[config.mk]
export PLATFORM = sky130hd
export DESIGN_NAME = nvdla_csb_arbiter
export DESIGN_NICKNAME = d
export VERILOG_FILES = /design/src/rtl/nvdla_csb_arbiter.sv
export SDC_FILE = /design/constraint.sdc
export NUM_CORES = 1
export LEC_CHECK = 0
export CORE_AREA = 5 5 168 170
export CTS_CLUSTER_DIAMETER = 100
export DETAILED_ROUTE_END_ITERATION = 10
export DIE_AREA = 0 0 173 175
export PLACE_DENSITY = 0.59
export REMOVE_ABC_BUFFERS = 1
export SLEW_MARGIN = 20
export SYNTH_ARGS = -nofsm -noshare
export SYNTH_HDL_FRONTEND = slang
export SYNTH_SLANG_ARGS = --single-unit
export TNS_END_PERCENT = 30
[constraint.sdc]
create_clock -name ap_clk -period 8 [get_ports ap_clk]
set_input_delay 1.6 -clock ap_clk [delete_from_list [all_inputs] [get_ports ap_clk]]
set_output_delay 1.6 -clock ap_clk [all_outputs]
set_load 0.01 [all_outputs]
[src/rtl/nvdla_csb_arbiter.sv]
// Two-port AXI-lite to CSB arbiter: round-robin with sequencer lock; one transaction at a time.
// Grant-to-response >= 3 cycles; upstream waits on its ready, downstream stalls hold state.
module nvdla_csb_arbiter #(
    parameter int ADDR_WIDTH = 32,
    parameter int DATA_WIDTH = 32
) (
    input  logic                    ap_clk,
    input  logic                    ap_rst,
    // s0: host control path
    input  logic [ADDR_WIDTH-1:0]   s0_awaddr,
    input  logic                    s0_awvalid,
    output logic                    s0_awready,
    input  logic [DATA_WIDTH-1:0]   s0_wdata,
    input  logic [DATA_WIDTH/8-1:0] s0_wstrb,
    input  logic                    s0_wvalid,
    output logic                    s0_wready,
    output logic [1:0]              s0_bresp,
    output logic                    s0_bvalid,
    input  logic                    s0_bready,
    input  logic [ADDR_WIDTH-1:0]   s0_araddr,
    input  logic                    s0_arvalid,
    output logic                    s0_arready,
    output logic [DATA_WIDTH-1:0]   s0_rdata,
    output logic [1:0]              s0_rresp,
    output logic                    s0_rvalid,
    input  logic                    s0_rready,
    // s1: local config sequencer
    input  logic [ADDR_WIDTH-1:0]   s1_awaddr,
    input  logic                    s1_awvalid,
    output logic                    s1_awready,
    input  logic [DATA_WIDTH-1:0]   s1_wdata,
    input  logic [DATA_WIDTH/8-1:0] s1_wstrb,
    input  logic                    s1_wvalid,
    output logic                    s1_wready,
    output logic [1:0]              s1_bresp,
    output logic                    s1_bvalid,
    input  logic                    s1_bready,
    input  logic [ADDR_WIDTH-1:0]   s1_araddr,
    input  logic                    s1_arvalid,
    output logic                    s1_arready,
    output logic [DATA_WIDTH-1:0]   s1_rdata,
    output logic [1:0]              s1_rresp,
    output logic                    s1_rvalid,
    input  logic                    s1_rready,
    input  logic                    s1_lock,
    // m: toward the CSB
    output logic [ADDR_WIDTH-1:0]   m_awaddr,
    output logic                    m_awvalid,
    input  logic                    m_awready,
    output logic [DATA_WIDTH-1:0]   m_wdata,
    output logic [DATA_WIDTH/8-1:0] m_wstrb,
    output logic                    m_wvalid,
    input  logic                    m_wready,
    input  logic [1:0]              m_bresp,
    input  logic                    m_bvalid,
    output logic                    m_bready,
    output logic [ADDR_WIDTH-1:0]   m_araddr,
    output logic                    m_arvalid,
    input  logic                    m_arready,
    input  logic [DATA_WIDTH-1:0]   m_rdata,
    input  logic [1:0]              m_rresp,
    input  logic                    m_rvalid,
    output logic                    m_rready,
    output logic                    busy,
    output logic                    grant_id
);

    localparam int STRB_WIDTH = DATA_WIDTH / 8;

    typedef struct packed {
        logic [ADDR_WIDTH-1:0] addr;
        logic [DATA_WIDTH-1:0] data;
        logic [STRB_WIDTH-1:0] strb;
    } req_t;

    typedef enum logic [2:0] {
        IDLE, WR_ISSUE, WR_RESP, WR_RET, RD_ISSUE, RD_RESP, RD_RET
    } state_t;

    state_t                state, state_nxt;
    req_t                  req_q, req_in;
    logic                  aw_pend, w_pend;
    logic [1:0]            resp_q;
    logic [DATA_WIDTH-1:0] rdata_q;

    logic s0_wr_req, s1_wr_req, s0_ok, s1_ok;
    logic win_vld, win_id, win_wr, grant;

    // s0 is held off only while the sequencer owns the bus and keeps the lock
    assign s0_wr_req = s0_awvalid & s0_wvalid;
    assign s1_wr_req = s1_awvalid & s1_wvalid;
    assign s0_ok     = (s0_wr_req | s0_arvalid) & ~(s1_lock & grant_id);
    assign s1_ok     = s1_wr_req | s1_arvalid;

    always_comb begin
        win_vld = s0_ok | s1_ok;
        win_id  = 1'b0;
        if (s0_ok && s1_ok) begin
            win_id = ~grant_id;
        end else if (s1_ok) begin
            win_id = 1'b1;
        end
    end

    assign win_wr = win_id ? s1_wr_req : s0_wr_req;
    assign grant  = (state == IDLE) & win_vld & ~ap_rst;

    always_comb begin
        req_in.data = win_id ? s1_wdata : s0_wdata;
        req_in.strb = win_id ? s1_wstrb : s0_wstrb;
        if (win_wr) begin
            req_in.addr = win_id ? s1_awaddr : s0_awaddr;
        end else begin
            req_in.addr = win_id ? s1_araddr : s0_araddr;
        end
    end

    always_ff @(posedge ap_clk or posedge ap_rst) begin
        if (ap_rst) begin
            state <= IDLE;
        end else begin
            state <= state_nxt;
        end
    end

    always_ff @(posedge ap_clk or posedge ap_rst) begin
        if (ap_rst) begin
            grant_id <= 1'b1;
            req_q    <= '0;
            aw_pend  <= 1'b0;
            w_pend   <= 1'b0;
            resp_q   <= 2'b00;
            rdata_q  <= '0;
        end else begin
            if (grant) begin
                grant_id <= win_id;
                req_q    <= req_in;
                aw_pend  <= win_wr;
                w_pend   <= win_wr;
            end
            if (state == WR_ISSUE) begin
                if (aw_pend && m_awready) aw_pend <= 1'b0;
                if (w_pend && m_wready)   w_pend  <= 1'b0;
            end
            if (state == WR_RESP && m_bvalid) begin
                resp_q <= m_bresp;
            end
            if (state == RD_RESP && m_rvalid) begin
                resp_q  <= m_rresp;
                rdata_q <= m_rdata;
            end
        end
    end

    assign m_awaddr = req_q.addr;
    assign m_araddr = req_q.addr;
    assign m_wdata  = req_q.data;
    assign m_wstrb  = req_q.strb;
    assign busy     = (state != IDLE);

    always_comb begin
        state_nxt  = state;
        s0_awready = 1'b0; s0_wready = 1'b0; s0_arready = 1'b0;
        s1_awready = 1'b0; s1_wready = 1'b0; s1_arready = 1'b0;
        s0_bvalid  = 1'b0; s0_bresp  = 2'b00;
        s1_bvalid  = 1'b0; s1_bresp  = 2'b00;
        s0_rvalid  = 1'b0; s0_rresp  = 2'b00; s0_rdata = '0;
        s1_rvalid  = 1'b0; s1_rresp  = 2'b00; s1_rdata = '0;
        m_awvalid  = 1'b0; m_wvalid  = 1'b0;  m_bready = 1'b0;
        m_arvalid  = 1'b0; m_rready  = 1'b0;
        case (state)
            IDLE: begin
                if (grant) begin
                    if (win_wr) begin
                        state_nxt = WR_ISSUE;
                        if (win_id) begin
                            s1_awready = 1'b1; s1_wready = 1'b1;
                        end else begin
                            s0_awready = 1'b1; s0_wready = 1'b1;
                        end
                    end else begin
                        state_nxt = RD_ISSUE;
                        if (win_id) s1_arready = 1'b1;
                        else        s0_arready = 1'b1;
                    end
                end
            end
            WR_ISSUE: begin
                m_awvalid = aw_pend;
                m_wvalid  = w_pend;
                // both channels may finish in either order, or together
                if ((!aw_pend || m_awready) && (!w_pend || m_wready)) begin
                    state_nxt = WR_RESP;
                end
            end
            WR_RESP: begin
                m_bready = 1'b1;
                if (m_bvalid) state_nxt = WR_RET;
            end
            WR_RET: begin
                if (grant_id) begin
                    s1_bvalid = 1'b1; s1_bresp = resp_q;
                    if (s1_bready) state_nxt = IDLE;
                end else begin
                    s0_bvalid = 1'b1; s0_bresp = resp_q;
                    if (s0_bready) state_nxt = IDLE;
                end
            end
            RD_ISSUE: begin
                m_arvalid = 1'b1;
                if (m_arready) state_nxt = RD_RESP;
            end
            RD_RESP: begin
                m_rready = 1'b1;
                if (m_rvalid) state_nxt = RD_RET;
            end
            RD_RET: begin
                if (grant_id) begin
                    s1_rvalid = 1'b1; s1_rresp = resp_q; s1_rdata = rdata_q;
                    if (s1_rready) state_nxt = IDLE;
                end else begin
                    s0_rvalid = 1'b1; s0_rresp = resp_q; s0_rdata = rdata_q;
                    if (s0_rready) state_nxt = IDLE;
                end
            end
            default: state_nxt = IDLE;
        endcase
    end

endmodule

-- Word-level counts from Yosys, hierarchy flattened
Cells that the tools add are included.
- equality and inequality tests: 15
- mux-type cells: 64
- bitwise logic cells: 12
- reductions and logical operators: 14
- operator list (operator ; number):
    2-to-1 mux 32 bit ; 8
    2-to-1 mux 3 bit ; 12
    2-to-1 mux 1 bit ; 34
    case mux 3 bit (7 select lines) ; 1
    2-to-1 mux 2 bit ; 8
    inequality test 3 bit (second input constant) ; 4
    equality test 3 bit (second input constant) ; 3
    AND reduction 9 bit ; 1
    inequality test 2 bit (second input constant) ; 4
    bitwise AND 1 bit ; 6
    equality test 3 x 2 -> 1 bit (second input constant) ; 2
    logical AND 1 bit ; 6
    2-to-1 mux 4 bit ; 1
    equality test 3 x 1 -> 1 bit (second input constant) ; 1
    zero test 3 bit ; 1
    NOT 1 bit ; 3
    OR 1 bit ; 3
    nonzero test 3 bit ; 1
    zero test 1 bit ; 2
    logical OR 1 bit ; 2
    inequality test 2 x 1 -> 1 bit (second input constant) ; 1
    nonzero test 2 bit ; 1
- bits in registers: 108
- input bits: 254
- output and inout port bits: 189
- word-level logic and storage cells: 114

-- Depth between registers and ports, before layout
- word-level depth: 9
- mapped depth: 10
- depth with buffers taken out: 7

-- Least setup slack after synthesis
Ideal clock, no wire load.
- path type: input-to-output
- start: input port s0_awvalid
- end: output port s0_wready
- arrival time: 3.091 ns
- required time: 6.400 ns
- slack: 3.309 ns
- stages: 8
- cells stage by stage: and2_1 > buf_4 > a2bb2oi_1 > o31ai_4 > buf_2 > buf_6 > nor3b_1 > buf_4
- longest elaborated chain between the ends: 9
- RTL lines (element ; RTL line ; text):
    start, declared ; 11 ; input logic s0_awvalid,
    bitwise AND 1 bit * ; 90 ; assign s0_wr_req = s0_awvalid & s0_wvalid;
    OR 1 bit ; 92 ; assign s0_ok = (s0_wr_req | s0_arvalid) & ~(s1_lock & grant_id);
    bitwise AND 1 bit ; 92 ;
    logical AND 1 bit ; 98 ; if (s0_ok && s1_ok) begin
    2-to-1 mux 1 bit ; 98 ;
    2-to-1 mux 1 bit, on equally long branches ; n/a ;
    2-to-1 mux 1 bit ; n/a ;
    2-to-1 mux 1 bit * (2 in a row) ; n/a ;
    end, declared ; 16 ; output logic s0_wready,
Every way passes the cells marked *; elsewhere a longest branch is shown, timed or not.

-- Worst setup path after layout
- start: input port s0_awvalid
- end: output port s0_wready
- longest elaborated chain between the ends: 9
- RTL lines (element ; RTL line ; text):
    bitwise AND 1 bit * ; 90 ;
    OR 1 bit ; 92 ;
    bitwise AND 1 bit ; 92 ;
    logical AND 1 bit ; 98 ;
    2-to-1 mux 1 bit ; 98 ;
    2-to-1 mux 1 bit, on equally long branches ; 176, 105 ;
    2-to-1 mux 1 bit ; 174 ; if (win_wr) begin
    2-to-1 mux 1 bit * ; 173 ; if (grant) begin
    2-to-1 mux 1 bit * ; 171 ; case (state)
Marks and branches as above.

==> run_results.csv <==
group,metric,value,unit
logic_synthesis,synth-edff-count,0,
timing,whs,0.482,ns
timing,fin_crit,5.94,ns
logic_synthesis,async_flop_share,100,%
critical_path,start_kind,"input port",
critical_path,r2r_start,"grant_id",
hold_path,hp-class,"reg -> reg",
outcome,status,"complete, no violations",
clock_network,clock-root-buffer,"clkbuf_16",
place,gp_congestion,0.793,
hold_path,worstHoldEndpoint,"m_wdata[4]",
timing,layout_setup_ws,2.06,ns
critical_path,reg2reg_slack,5.12,ns
logic_synthesis,yosys.cell_count.top_type,"dfrtp_1",
hold_path,hold_depth,2,
place,place_inst,1344,
clock_network,cts_tree,"built",
grt,antenna_found_initial,0,
floorplanning,die_area,30300,um^2
critical_path,critPathRequiredTime,6.40,ns
clock_network,cts_hold_buf,0,
cells_and_area,final_nets,1268,
cells_and_area,diodes,0,
routing,drt-initial-drc-count,240,
logic_synthesis,synth.avg_cell_area,9.95,um^2
routing,dr.pass1.iters,4,
floorplanning,core,26600,um^2
cells_and_area,drive_above_1_share,6.97,%
logic_synthesis,synthFlopType,"dfrtp_1",
critical_path,cpMaxStageDelayCell,"clkdlybuf4s50_1",
clock_network,clkTransAtPathRegs,0.08,ns
routing,wirelength,24900,um
logic_synthesis,yosys.area.top_type,"dfrtp_1",
clock_network,worstSkewPairLatency,0.35,ns
place,dp.final_hpwl,19700,um
critical_path,critPathMaxFanout,41,
critical_path,cpLargestDelayFamily,"buffers and inverters",
floorplanning,rows,60,
critical_path,critPathCaptureType,"primary output",
floorplanning,ioPinCount,443,
clock_network,clockBufferDepth,2,
cells_and_area,final-instance-count-excl-fill,1359,
routing,antenna_left,0,
logic_synthesis,ys_ff_latch,108,
floorplanning,start_util,23.9,%
grt,overflow,0,
place,io_buffers,442,
critical_path,slowest_delay,0.62,ns
logic_synthesis,ys_warn_count,0,
clock_network,htreeDepth,3,
timing,finalHoldViolations,0,
logic_synthesis,syn_inst,638,
logic_synthesis,syn-cell-area,6350,um^2
logic_synthesis,yosysUniqueCellTypes,43,
clock_network,postCtsSetupBuffers,0,
critical_path,cp.arrival,4.34,ns
grt,grt_max_degree,105,
timing,tightest_slew,0.927,ns
critical_path,critPathKind,"in -> out",
grt,grt_pass1_wl,36700,um
flow_run,maxCapViolCount,0,
routing,viasPerCell,4.55,
critical_path,cp_num_buf_inv,4,
clock_network,cts_sinks,108,
clock_network,numCtsBuffers,9,
clock_network,cts_resized,0,
logic_synthesis,yosysSeqAreaShare,42.6,%
routing,vias,6183,
floorplanning,die_h,175,um
floorplanning,die_w,173,um
cells_and_area,syn_to_final_growth,75.0,%
power,ir_drop,0.000122,V
power,power.density,266,nW/um^2
logic_synthesis,netlist.area_leader.share,42.2,%
timing,rsz0062_at_grt,"no",
critical_path,rr_worst_depth,7,
timing,max_freq,168,MHz
timing,slew_headroom,38.2,%
timing,finalClockSkew,0.0165,ns
power,leakagePower,4.66,nW
timing,setup_viol,0,
grt,track_usage,15.3,%
critical_path,reg2reg_to,"m_wdata[9]",
timing,period_share,74.3,%
grt,grt_pass1_vias,6297,
logic_synthesis,netlist_top_cells_count,"dfrtp_1, and2_1, o21ai_0",
routing,routedWlPerCell,18.4,um
routing,drc_errors,0,
timing,maxSlewViolCount,0,
critical_path,path_cells,"clkdlybuf4s50_1 -> and2_2 -> buf_4 -> a2bb2oi_1 -> o31ai_4 -> buf_4 -> nor3b_1 -> clkdlybuf4s50_1",
place,place_ws,2.01,ns
hold_path,holdCritStartpoint,"m_wdata[4]",
logic_synthesis,synth_area_leaders,"dfrtp_1, mux2i_1, and2_1, mux2_2, o21ai_0",
stage by stage:
stage                     power [mW]  TNS, ns  util [%]  instance area [um^2]
after detailed placement        2.52        0      40.7                 10800
after CTS                       3.01        0      41.8                 11100
final                           2.95        0      41.8                 11100
after floorplan                 1.63   -0.373         -                  5860
after global routing            3.16        0      41.8                 11100
after global placement          2.50        0      40.7                 10800
state kept, by name, indices dropped and copies added, names as in the netlist, 2 cells and up:
signal / flops
m_araddr: 32
m_wstrb: 4
m_wdata: 32
rdata_q: 32
resp_q: 2
state: 3
layout make-up:
class / instances / area [um^2]
fill: 2687 / 15500
timing repair buffer: 452 / 4500
multi-input combinational: 437 / 3150
sequential: 108 / 2700
tap: 341 / 427
clock buffer: 9 / 225
clock inverter: 6 / 83.8
inverter: 6 / 25.0
cells in the final DEF (no fill, tap or decap), drive strengths merged, types with 2 or more instances in the layout:
| cell type | instances |
|---|---|
| a221oi | 32 |
| a21oi | 3 |
| inv | 9 |
| a2bb2oi | 2 |
| o21ai | 74 |
| clkbuf | 9 |
| nor2 | 12 |
| nor3 | 2 |
| a22o | 2 |
| a21o | 32 |
| or2 | 2 |
| clkdlybuf4s50 | 442 |
| nor3b | 2 |
| nor4bb | 2 |
| nand2 | 45 |
| nor4b | 2 |
| nand2b | 3 |
| buf | 10 |
| mux2i | 70 |
| clkinv | 2 |
| and2 | 75 |
| mux2 | 33 |
| or3 | 32 |
| dfrtp | 107 |
| a22oi | 2 |
cells by family (layout without fill, tap and decap cells):
family	Yosys count	in the layout	share of synthesized area [%]
multiplexers	103	103	16.9
buffers and inverters	93	473	8.10
AND/OR/NAND/NOR	182	182	16.4
XOR/XNOR	1	1	0.138
AO/OA/AOI/OAI	151	151	15.9
flip-flops	108	108	42.6
worst register-to-register path, delay by kind of cell, from the launching register on:
family,cells,cell delay [ns]
buffers and inverters,2,1.01
multiplexers,1,0.45
AO/OA/AOI/OAI,3,0.41
AND/OR/NAND/NOR,1,0.21
flip-flops,1,0.66
power breakdown:
group	leakage [nW]	switching (mW)	internal, mW	total, mW
Clock	0.151	0.218	0.249	0.467
Sequential	1.34	0.219	0.815	1.03
Combinational	3.17	0.600	0.851	1.45
Total	4.66	1.04	1.92	2.95
per-layer routing:
| metal | part of all wire [%] | GRT usage (%) |
|---|---|---|
| met5 | 0 | 0 |
| met4 | 1.4 | 3.76 |
| met3 | 7.8 | 4.28 |
| met2 | 50 | 27.1 |
| met1 | 40 | 18.4 |
worst max path at each step:
stage | slack (ns) | endpoint | start | cells past startpoint
after floorplan | -0.19 | s0_awready | s0_wvalid | 4
after global placement | 2.03 | s0_awready | s0_wvalid | 8
after detailed placement | 2.01 | s0_awready | s0_wvalid | 8
after CTS | 1.99 | s0_awready | s0_wvalid | 8
after global routing | 1.93 | s0_awready | s0_wvalid | 8
final | 2.06 | s0_wready | s0_awvalid | 8
Note: power is estimated with default switching activity, not from simulation.
==> patch: new RTL, config.mk and constraints unchanged <==
The parameter `DATA_WIDTH` goes from 32 to 28.
--- a/src/rtl/nvdla_csb_arbiter.sv
+++ b/src/rtl/nvdla_csb_arbiter.sv
@@ -2,7 +2,7 @@
 // Grant-to-response >= 3 cycles; upstream waits on its ready, downstream stalls hold state.
 module nvdla_csb_arbiter #(
     parameter int ADDR_WIDTH = 32,
-    parameter int DATA_WIDTH = 32
+    parameter int DATA_WIDTH = 28
 ) (
     input  logic                    ap_clk,
     input  logic                    ap_rst,
Ports: changed (9 resized); port bits go from 443 to 416. No check against the original RTL was run, so the function may have changed too.
==> patch against the original RTL <==
  * Final area down 5.9%
  * Worst setup slack gained 0.41 ns
  * Clock skew fell by 0.0033 ns
  * Clock power fell by 6.2%
  * Total power fell by 10%
  * Routed wire length down 5.8%
  * Core utilization is 2.5 points lower
  * Sequential share of layout area shrank 0.63 points
  * Synthesized area fell by 5.6%
  * Global-route usage is 0.60 points lower
  * Sequential cell count shrank 9
==> patch: results (changes against the original RTL) <==
** Status
- Status :: finished, final reports clean (unchanged)

** Power
- Worst IR Drop VDD :: 0.1176 mV (was 0.1222 mV)
- The static leakage power came to 4.384 nW (was 4.655 nW).

** Cells and area
- The fraction of the core area covered by cells at the end of the flow is 39.36% (was 41.83%).
- The number of nets in the finished design is 1226 (was 1268).
- The count of filler cells inserted in the layout was 2714 (was 2687).

** STA
- The final critical path time including I/O delays and setup is 5.533 ns (was 5.940 ns).
- The post-route clock skew came to 0.01317 ns (was 0.01650 ns).
- Worst-margin pin slew :: 1.086 ns (was 0.9266 ns)
- Post-route worst hold slack :: 0.4811 ns (was 0.4815 ns)

** Placed design
- Count of placed standard cells including taps :: 1316 (was 1344)
- The number of buffer cells added on primary ports was 415 (was 442).
- Cell area reported after detailed placement :: 10170 um2 (was 10810 um2)
- The half-perimeter wire length after detailed placement came to 18900 um (was 19730 um).
- The worst slack at placement was 2.480 ns (was 2.009 ns).
- Final estimated routing congestion in global placement :: 0.7984 (was 0.7925)

** Drt
- Routed Wire Length :: 23500 um (was 24950 um)
- The routed wirelength normalized by instance count is 17.63 um (was 18.36 um).

** GRT
- Number of antenna violations at the first check in global routing :: 1 (was 0)
- The global-route met3 utilization is 3.159% (was 4.284%).
- GR Layer Usage met2 :: 26.63% (was 27.05%)
- The via count of the first global-routing pass was 5960 (was 6297).

** Min path
- The startpoint of the worst hold path was m_wstrb[1] (was m_wdata[4]).
- Hold endpoint :: m_wstrb[1] (was m_wdata[4])

** Worst setup path
- The origin of the critical flop-to-flop path is state[2] (was grant_id).
- Timing startpoint of the critical path :: s1_arvalid (was s0_awvalid)
- The peak per-stage delay on the critical path is 0.57 ns (was 0.62 ns).
- Endpoint of the most critical setup path :: s0_arready (was s0_wready)

** Yosys
- Compound-gate portion of the synthesized area :: 15.21% (was 15.92%)
- Xor and xnor area share after synthesis :: 0% (was 0.1379%)
- The count of cell types in the netlist came to 38 (was 43).
- The mux cell area share after synthesis is 16.27% (was 16.88%).
[patch: cell types whose count changed in the layout (fill, tap and decap cells not counted), sizes merged, moves of 9 or more]
cell           unedited run  this run
a21o                     32         0
a21oi                     3        39
a221oi                   32         0
and3                      1        35
clkdlybuf4s50           442       415
dfrtp                   107        98
nand2                    45        72
o22a                      0        32
or3                      32         1
[patch: area by class of cell]
type	count	share of cell area, %
timing repair buffer	425	40.44
antenna	1	0.02393
clock buffer	10	2.285
inverter	6	0.2393
clock inverter	6	0.4905
tap	341	4.079
sequential	99	23.70
multi-input combinational	445	28.75
[patch: power by group]
| group | internal (W) | switching (W) | total (W) |
|---|---|---|---|
| Combinational | 0.000741 | 0.000531 | 0.00127 |
| Clock | 0.000226 | 0.000212 | 0.000438 |
| Sequential | 0.000738 | 0.000205 | 0.000943 |
[patch: metal layers]
metal	up-vias	wire length [um]	share of wire [%]
met5	-	0	0
met4	0	470	2.0
met3	28	1420	6.0
met2	265	12130	52
met1	2708	9478	40
li1	2880	-	-
